`src/rtl/gray_pkg.sv`:
```
// Shared mode encodings and Gray/binary conversion helpers for the gray codec.
// The helpers work on 32-bit values; callers zero-extend and truncate to their width.
package gray_pkg;

   localparam int unsigned MODE_W = 2;
   localparam int unsigned MAX_W  = 32;

   localparam logic [MODE_W-1:0] MODE_B2G = 2'd0;
   localparam logic [MODE_W-1:0] MODE_G2B = 2'd1;
   localparam logic [MODE_W-1:0] MODE_CNT = 2'd2;
   localparam logic [MODE_W-1:0] MODE_CHK = 2'd3;

   function automatic logic [MAX_W-1:0] bin2gray(input logic [MAX_W-1:0] b);
      return b ^ (b >> 1);
   endfunction

   // Zero upper bits leave the prefix XOR unchanged, so narrower codes convert correctly.
   function automatic logic [MAX_W-1:0] gray2bin(input logic [MAX_W-1:0] g);
      logic [MAX_W-1:0] b;
      b           = '0;
      b[MAX_W-1]  = g[MAX_W-1];
      for (int i = MAX_W - 2; i >= 0; i--) begin
         b[i] = b[i+1] ^ g[i];
      end
      return b;
   endfunction

endpackage

```
`src/rtl/gray_step_check.sv`:
```
// Flags a Gray-code step violation: the current code must differ from the
// previous one in exactly one bit, and only once a previous code exists.
module gray_step_check #(
   parameter int unsigned WIDTH = 4
) (
   input  logic [WIDTH-1:0] cur,
   input  logic [WIDTH-1:0] prev,
   input  logic             prev_valid,
   output logic             err
);

   logic [WIDTH-1:0] diff;
   logic             single_bit;

   // A value is a single set bit when it is nonzero and clearing its lowest set bit leaves zero.
   always_comb begin
      diff       = cur ^ prev;
      single_bit = (diff != '0) && ((diff & (diff - WIDTH'(1))) == '0);
      err        = prev_valid && !single_bit;
   end

endmodule

```
`src/rtl/gray_codec.sv`:
```
// Single-stage Gray codec: converts, counts or checks Gray codes with a
// one-cycle valid/ready output register.
module gray_codec
   import gray_pkg::*;
#(
   parameter int unsigned WIDTH = 4
) (
   input  logic              clk,
   input  logic              rst_n,
   input  logic [MODE_W-1:0] mode,
   input  logic              clr,
   input  logic              in_valid,
   output logic              in_ready,
   input  logic [WIDTH-1:0]  in_data,
   output logic              out_valid,
   input  logic              out_ready,
   output logic [WIDTH-1:0]  out_data,
   output logic              out_err
);

   logic             accept;
   logic             chk_err;
   logic [WIDTH-1:0] cnt;
   logic [WIDTH-1:0] prev;
   logic             prev_valid;

   logic             nxt_valid;
   logic [WIDTH-1:0] nxt_data;
   logic             nxt_err;
   logic [WIDTH-1:0] nxt_cnt;
   logic [WIDTH-1:0] nxt_prev;
   logic             nxt_pv;

   assign in_ready = !out_valid || out_ready;
   assign accept   = in_valid && in_ready;

   // A clear in the same cycle makes this sample the first of a new history.
   gray_step_check #(.WIDTH(WIDTH)) u_step_check (
      .cur        (in_data),
      .prev       (prev),
      .prev_valid (prev_valid && !clr),
      .err        (chk_err)
   );

   always_comb begin
      nxt_valid = out_valid;
      nxt_data  = out_data;
      nxt_err   = out_err;
      nxt_cnt   = clr ? '0 : cnt;
      nxt_prev  = prev;
      nxt_pv    = prev_valid && !clr;

      if (accept) begin
         nxt_valid = 1'b1;
         nxt_err   = 1'b0;
         case (mode)
            MODE_B2G: nxt_data = WIDTH'(bin2gray(MAX_W'(in_data)));
            MODE_G2B: nxt_data = WIDTH'(gray2bin(MAX_W'(in_data)));
            MODE_CNT: begin
               nxt_data = WIDTH'(bin2gray(MAX_W'(nxt_cnt)));
               nxt_cnt  = nxt_cnt + WIDTH'(1);
            end
            default: begin
               nxt_data = WIDTH'(gray2bin(MAX_W'(in_data)));
               nxt_err  = chk_err;
               nxt_prev = in_data;
               nxt_pv   = 1'b1;
            end
         endcase
      end else if (out_ready) begin
         nxt_valid = 1'b0;
      end
   end

   always_ff @(posedge clk) begin
      if (!rst_n) begin
         out_valid  <= 1'b0;
         out_data   <= '0;
         out_err    <= 1'b0;
         cnt        <= '0;
         prev       <= '0;
         prev_valid <= 1'b0;
      end else begin
         out_valid  <= nxt_valid;
         out_data   <= nxt_data;
         out_err    <= nxt_err;
         cnt        <= nxt_cnt;
         prev       <= nxt_prev;
         prev_valid <= nxt_pv;
      end
   end

endmodule

```
`config.mk`:
```
export PLATFORM = sky130hd
export DESIGN_NAME = gray_codec
export DESIGN_NICKNAME = d
export VERILOG_FILES = /design/src/rtl/gray_pkg.sv /design/src/rtl/gray_step_check.sv /design/src/rtl/gray_codec.sv
export SDC_FILE = /design/constraint.sdc
export NUM_CORES = 1
export LEC_CHECK = 0
export CAP_MARGIN = 20
export CORE_MARGIN = 2
export CORE_UTILIZATION = 50
export DETAILED_ROUTE_END_ITERATION = 10
export PLACE_DENSITY = 0.87
export SLEW_MARGIN = 15
export SYNTH_ARGS = -nofsm -noshare
export SYNTH_HDL_FRONTEND = slang
export SYNTH_SLANG_ARGS = --single-unit
```
`constraint.sdc`:
```
create_clock -name clk -period 2.5 [get_ports clk]
set_input_delay 0.5 -clock clk [delete_from_list [all_inputs] [get_ports clk]]
set_output_delay 0.5 -clock clk [all_outputs]
set_load 0.05 [all_outputs]
```
# After elaboration in Yosys (flattened, before gate mapping)
# Cells that the tools add are included.
[classes]
mul = 0
n_reduce_logical = 14
add_sub_neg = 2
eq_ne = 2
n_div = 0
shift = 0
bitwise_logic = 8
n_mux = 9
n_lt_le_gt_ge = 0
[ops]
columns = ["op", "n"]
rows = [
  ["$mux W4", 3],
  ["$pmux W4 S2", 1],
  ["$xor A4 B3 Y4", 2],
  ["$mux W1", 5],
  ["$add A4 B1 Y4 const B", 1],
  ["$and A4 B4 Y4", 1],
  ["$logic_and A1 B1 Y1", 4],
  ["$logic_not A4 Y1", 1],
  ["$reduce_bool A4 Y1", 1],
  ["$sub A4 B1 Y4 const B", 1],
  ["$xor A4 B4 Y4", 1],
  ["$logic_not A1 Y1", 3],
  ["$reduce_or A3 Y1", 1],
  ["$xor A1 B1 Y1", 3],
  ["$eq A2 B1 Y1 const B", 1],
  ["$eq A2 B2 Y1 const B", 1],
  ["$logic_not A2 Y1", 1],
  ["$reduce_and A2 Y1", 1],
  ["$reduce_bool A2 Y1", 1],
  ["$logic_or A1 B1 Y1", 1],
  ["$not A1 Y1", 1],
]
[word_totals]
latch_bits = 0
input_bits = 11
memories = 0
out_inout_bits = 7
ramBits = 0
rom_bits = 0
ff_bits = 15
word_cells = 41

# Logic depth before layout (Yosys ltp)
[logic_depth]
ltp_word = 8
depth_mapped = 6
mapped_depth_nobuf = 6

# Modules after synthesis
# A second synthesis with hierarchy kept.
[hier_totals]
cells_unflattened = 92
hier_area_um2 = 847.1
[modules_own_cells]
columns = ["module", "area_each_um2", "n_inst", "cells_per_inst", "seq_area_each_um2"]
rows = [
  ["gray_codec", 769.5, 1, 82, 300.3],
  ["gray_step_check", 77.6, 1, 10, 0.0],
]

# Worst setup path before layout
# Ideal clock, no wire load.
[synth_path]
kind = "register to register"
startpoint = "register out_valid"
endpoint = "register out_err"
arrival_time_ns = 1.513
period_less_slack_ns = 1.614
t_required_ns = 2.399
stages_incl_launch_ff = 5
path_buffers = 1
slack_ns = 0.886
setup_time_ns = 0.101
path_cell_list = "dfxtp_1 nand2b_1 buf_2 nand4_2 o41ai_1"
[synth_between]
elab_chain_cells = 3
[synth_rtl]
columns = ["element", "line", "source"]
rows = [
  ["start, declared", "gray_codec.sv:15", "output logic out_valid,"],
  ["start signal, assigned", "gray_codec.sv:84", "out_valid <= nxt_valid;"],
  ["$logic_not A1 Y1", "gray_codec.sv:34", "assign in_ready = !out_valid || out_ready;"],
  ["$logic_or A1 B1 Y1", "gray_codec.sv:34", ""],
  ["net in_ready", "gray_codec.sv:13", "output logic in_ready,"],
  ["$logic_and A1 B1 Y1", "gray_codec.sv:35", "assign accept = in_valid && in_ready;"],
  ["end signal, assigned", "gray_codec.sv:86", "out_err <= nxt_err;"],
  ["end, declared", "gray_codec.sv:18", "output logic out_err"],
]
# The timed path passes the listed nets, and every way through them passes these cells.
# A chain may end at the register's enable or synchronous reset.

# Worst setup path in the final report
[layout_path]
startpoint = "input out_ready"
endpoint = "output in_ready"
[layout_between]
elab_chain_cells = 1
[layout_rtl]
columns = ["element", "line", "source"]
rows = [
  ["start, declared", "gray_codec.sv:16", "input logic out_ready,"],
  ["$logic_or A1 B1 Y1", "gray_codec.sv:34", ""],
  ["end, declared", "gray_codec.sv:13", ""],
]
# No other way between the ends.

==> metrics <==
DR WL/cell=12.8 µm; Die Y=45.4 µm; Total GRT Usage=19.0%; syn avg cell area=9.32 µm²; max-slew violation count=0; Period minus WS final=2000 ps; share of the synthesized area in the top cell type=35.0%; register bit total from synthesis=15; Post-Syn Instances=92; clock tree sinks=15; CTS root buf=clkbuf_4; slowest stage cell, crit path=clkdlybuf4s50_1; Leak=0.435 nW; area delta synth->final=24.1%; CTS H-tree depth=1; Cell Area, Synth=857 µm²; Worst setup SP type=input pin; share of cells above drive strength 1=8.26%; Worst-Skew Late Latency=300 ps; Final WS setup=505 ps; Initial Util=55.0%; Post-Route WL=1610 µm; Nets=123; Critical Path RT=2000 ps; DPL Wire Length=1230 µm; Routability Congestion=0.846; Cell variety after synth=31; Inserted Clock Buffers=3; vias=667; overflow left after global routing=0; Max-Cap Viols=0; DP Worst Slack=381 ps; crit-path max cell delay=450 ps; RR Startpoint=out_valid; outcome=finished, final reports clean; I/O pin count=18; RSZ-0062 raised after global routing=no; Crit Path Class=input pin to primary output; Max Root-Sink Buffers=2; drt initial violations=5; crit path max fanout=7; clock skew=11.7 ps; fmax=501 MHz; Detail Route Antenna Nets=0; FILL cells=125; first-pass GRT wire length=2810 µm; first-pass iteration count of the detailed router=3; Setup violations, final=0; Slew headroom=66.9%; HP Start=out_data[2]; Hold Path Class=flip-flop to flip-flop; synthesized net count=105; post-cts resize count=0; Ant. Diodes=0; element type at the critical path end=primary output; CP Cell Sequence=clkdlybuf4s50_1 > nand2b_1 > buf_12; setup bufs post-CTS=0; largest net degree at the start of global routing=11; Worst Path Arrival=1500 ps; CTS tree=built; vias per cell=5.34; hold_buf cts=0; sequential share of the synthesized area=35.0%; final setup TNS=0 ps; vias in the first global route=630; initial antenna violation count=0; Reg clk slew, reported paths=100 ps; Synth Warn #=0; die area=2060 µm²; cell taking the most area after synthesis=dfxtp_1; Die W=45.4 µm; Final Cycle Share=79.8%; largest cells by area after synthesis=dfxtp_1 35%, xnor2_1 8.2%, nor2b_1 7.3%; Peak VDD IR=0.337 mV; Hold Vio Cnt, Final=0; I/O Buffers=17; CP startpoint=out_ready; Worst Max-Slew Pin Slew=495 ps; CORE AREA=1560 µm²; Cell Pwr Density=494 nW/µm²; standard-cell rows=14; DRC viols=0
## report_power, final
part           internal [mW]  switching [mW]
logic                 0.0559          0.0683
registers              0.248         0.00545
clock network         0.0598          0.0877
total                  0.364           0.161
## cells in the mapped netlist
master	n
nand2_1	5
nor2b_1	10
nand4_1	1
nand2b_1	3
o21ai_0	3
ha_1	2
xnor2_1	8
nor3_1	2
or3_1	1
buf_6	1
a211oi_1	1
buf_2	2
inv_1	3
a211o_1	1
nand3_1	2
and2_0	1
xor2_1	6
nand4_2	1
nand3_4	1
dfxtp_1	15
o41ai_1	1
mux2i_1	6
o211a_1	1
a21oi_1	3
a21boi_0	4
and2_1	2
nand3b_1	1
nor2b_2	1
o211ai_1	1
clkbuf_1	2
a32oi_1	1
## metal layers
layer  global-route usage (%)  part of all wire, %  wire (µm)
met5                        0                    0          0
met4                     8.82                  1.9         30
met2                     28.5                   44        705
met3                     3.97                  4.4         71
met1                     26.0                   50        798
## layout by cell type (no fill, tap or decap), types with 2 or more instances in the layout
cell type	instances
a21boi_0	4
xnor2_1	8
xor2_1	6
nor2b_1	10
and2_1	2
nand2b_1	3
nor3_1	2
clkdlybuf4s50_1	16
ha_1	2
mux2i_1	6
a21oi_1	3
o21ai_0	3
inv_1	3
clkbuf_4	3
nand2_1	5
nand3_1	2
dfxtp_1	15
## worst max-delay path: cells and delay by family
kind	cells	cell delay [ps]
buf+inv	2	640
simple gates	1	350
## state kept, by name (all words and copies together), names as in the netlist
name and flops:
out_err 1, prev_valid 1, cnt 4, out_valid 1
out_data 4, prev 4
## worst paths after layout
check	end	slack, ps	cells past startpoint
hold / removal	out_data[2]	470	2
setup / recovery	in_ready	500	3
setup reg to reg	out_err	1090	3
hold reg to reg	out_data[2]	470	2
## metrics by stage
step / area [µm²] / utilization (%) / hold slack (ps) / total power [mW] / cells
floorplan: 857 / - / 456 / 0.339 / 92
global route: 1060 / 68.2 / 499 / 0.546 / 125
CTS: 1060 / 68.2 / 473 / 0.530 / 125
finish: 1060 / 68.2 / 466 / 0.526 / 125
detailed placement: 1040 / 66.5 / 458 / 0.383 / 121
global placement: 1040 / 66.5 / 455 / 0.382 / 121
## final cells by class
type / count / area (µm²) / share of cell area, %
timing repair buffer: 18 / 188 / 17.6
sequential: 15 / 300 / 28.2
tap: 16 / 20.0 / 1.88
clock inverter: 1 / 5.00 / 0.471
clock buffer: 3 / 22.5 / 2.12
inverter: 3 / 11.3 / 1.06
multi-input combinational: 69 / 517 / 48.6
## kinds of logic after synthesis
group                    count (synthesis)  synth area share (%)
XOR/XNOR                                14                  14.3
flip-flops                              15                  35.0
buffers and inverters                    8                  4.67
AO/OA/AOI/OAI                           16                  13.0
multiplexers                             6                  7.01
AND/OR/NAND/NOR                         31                  23.1
adder cells (fa/ha/maj)                  2                  2.92
No activity file was read; power rests on OpenSTA's default activity.
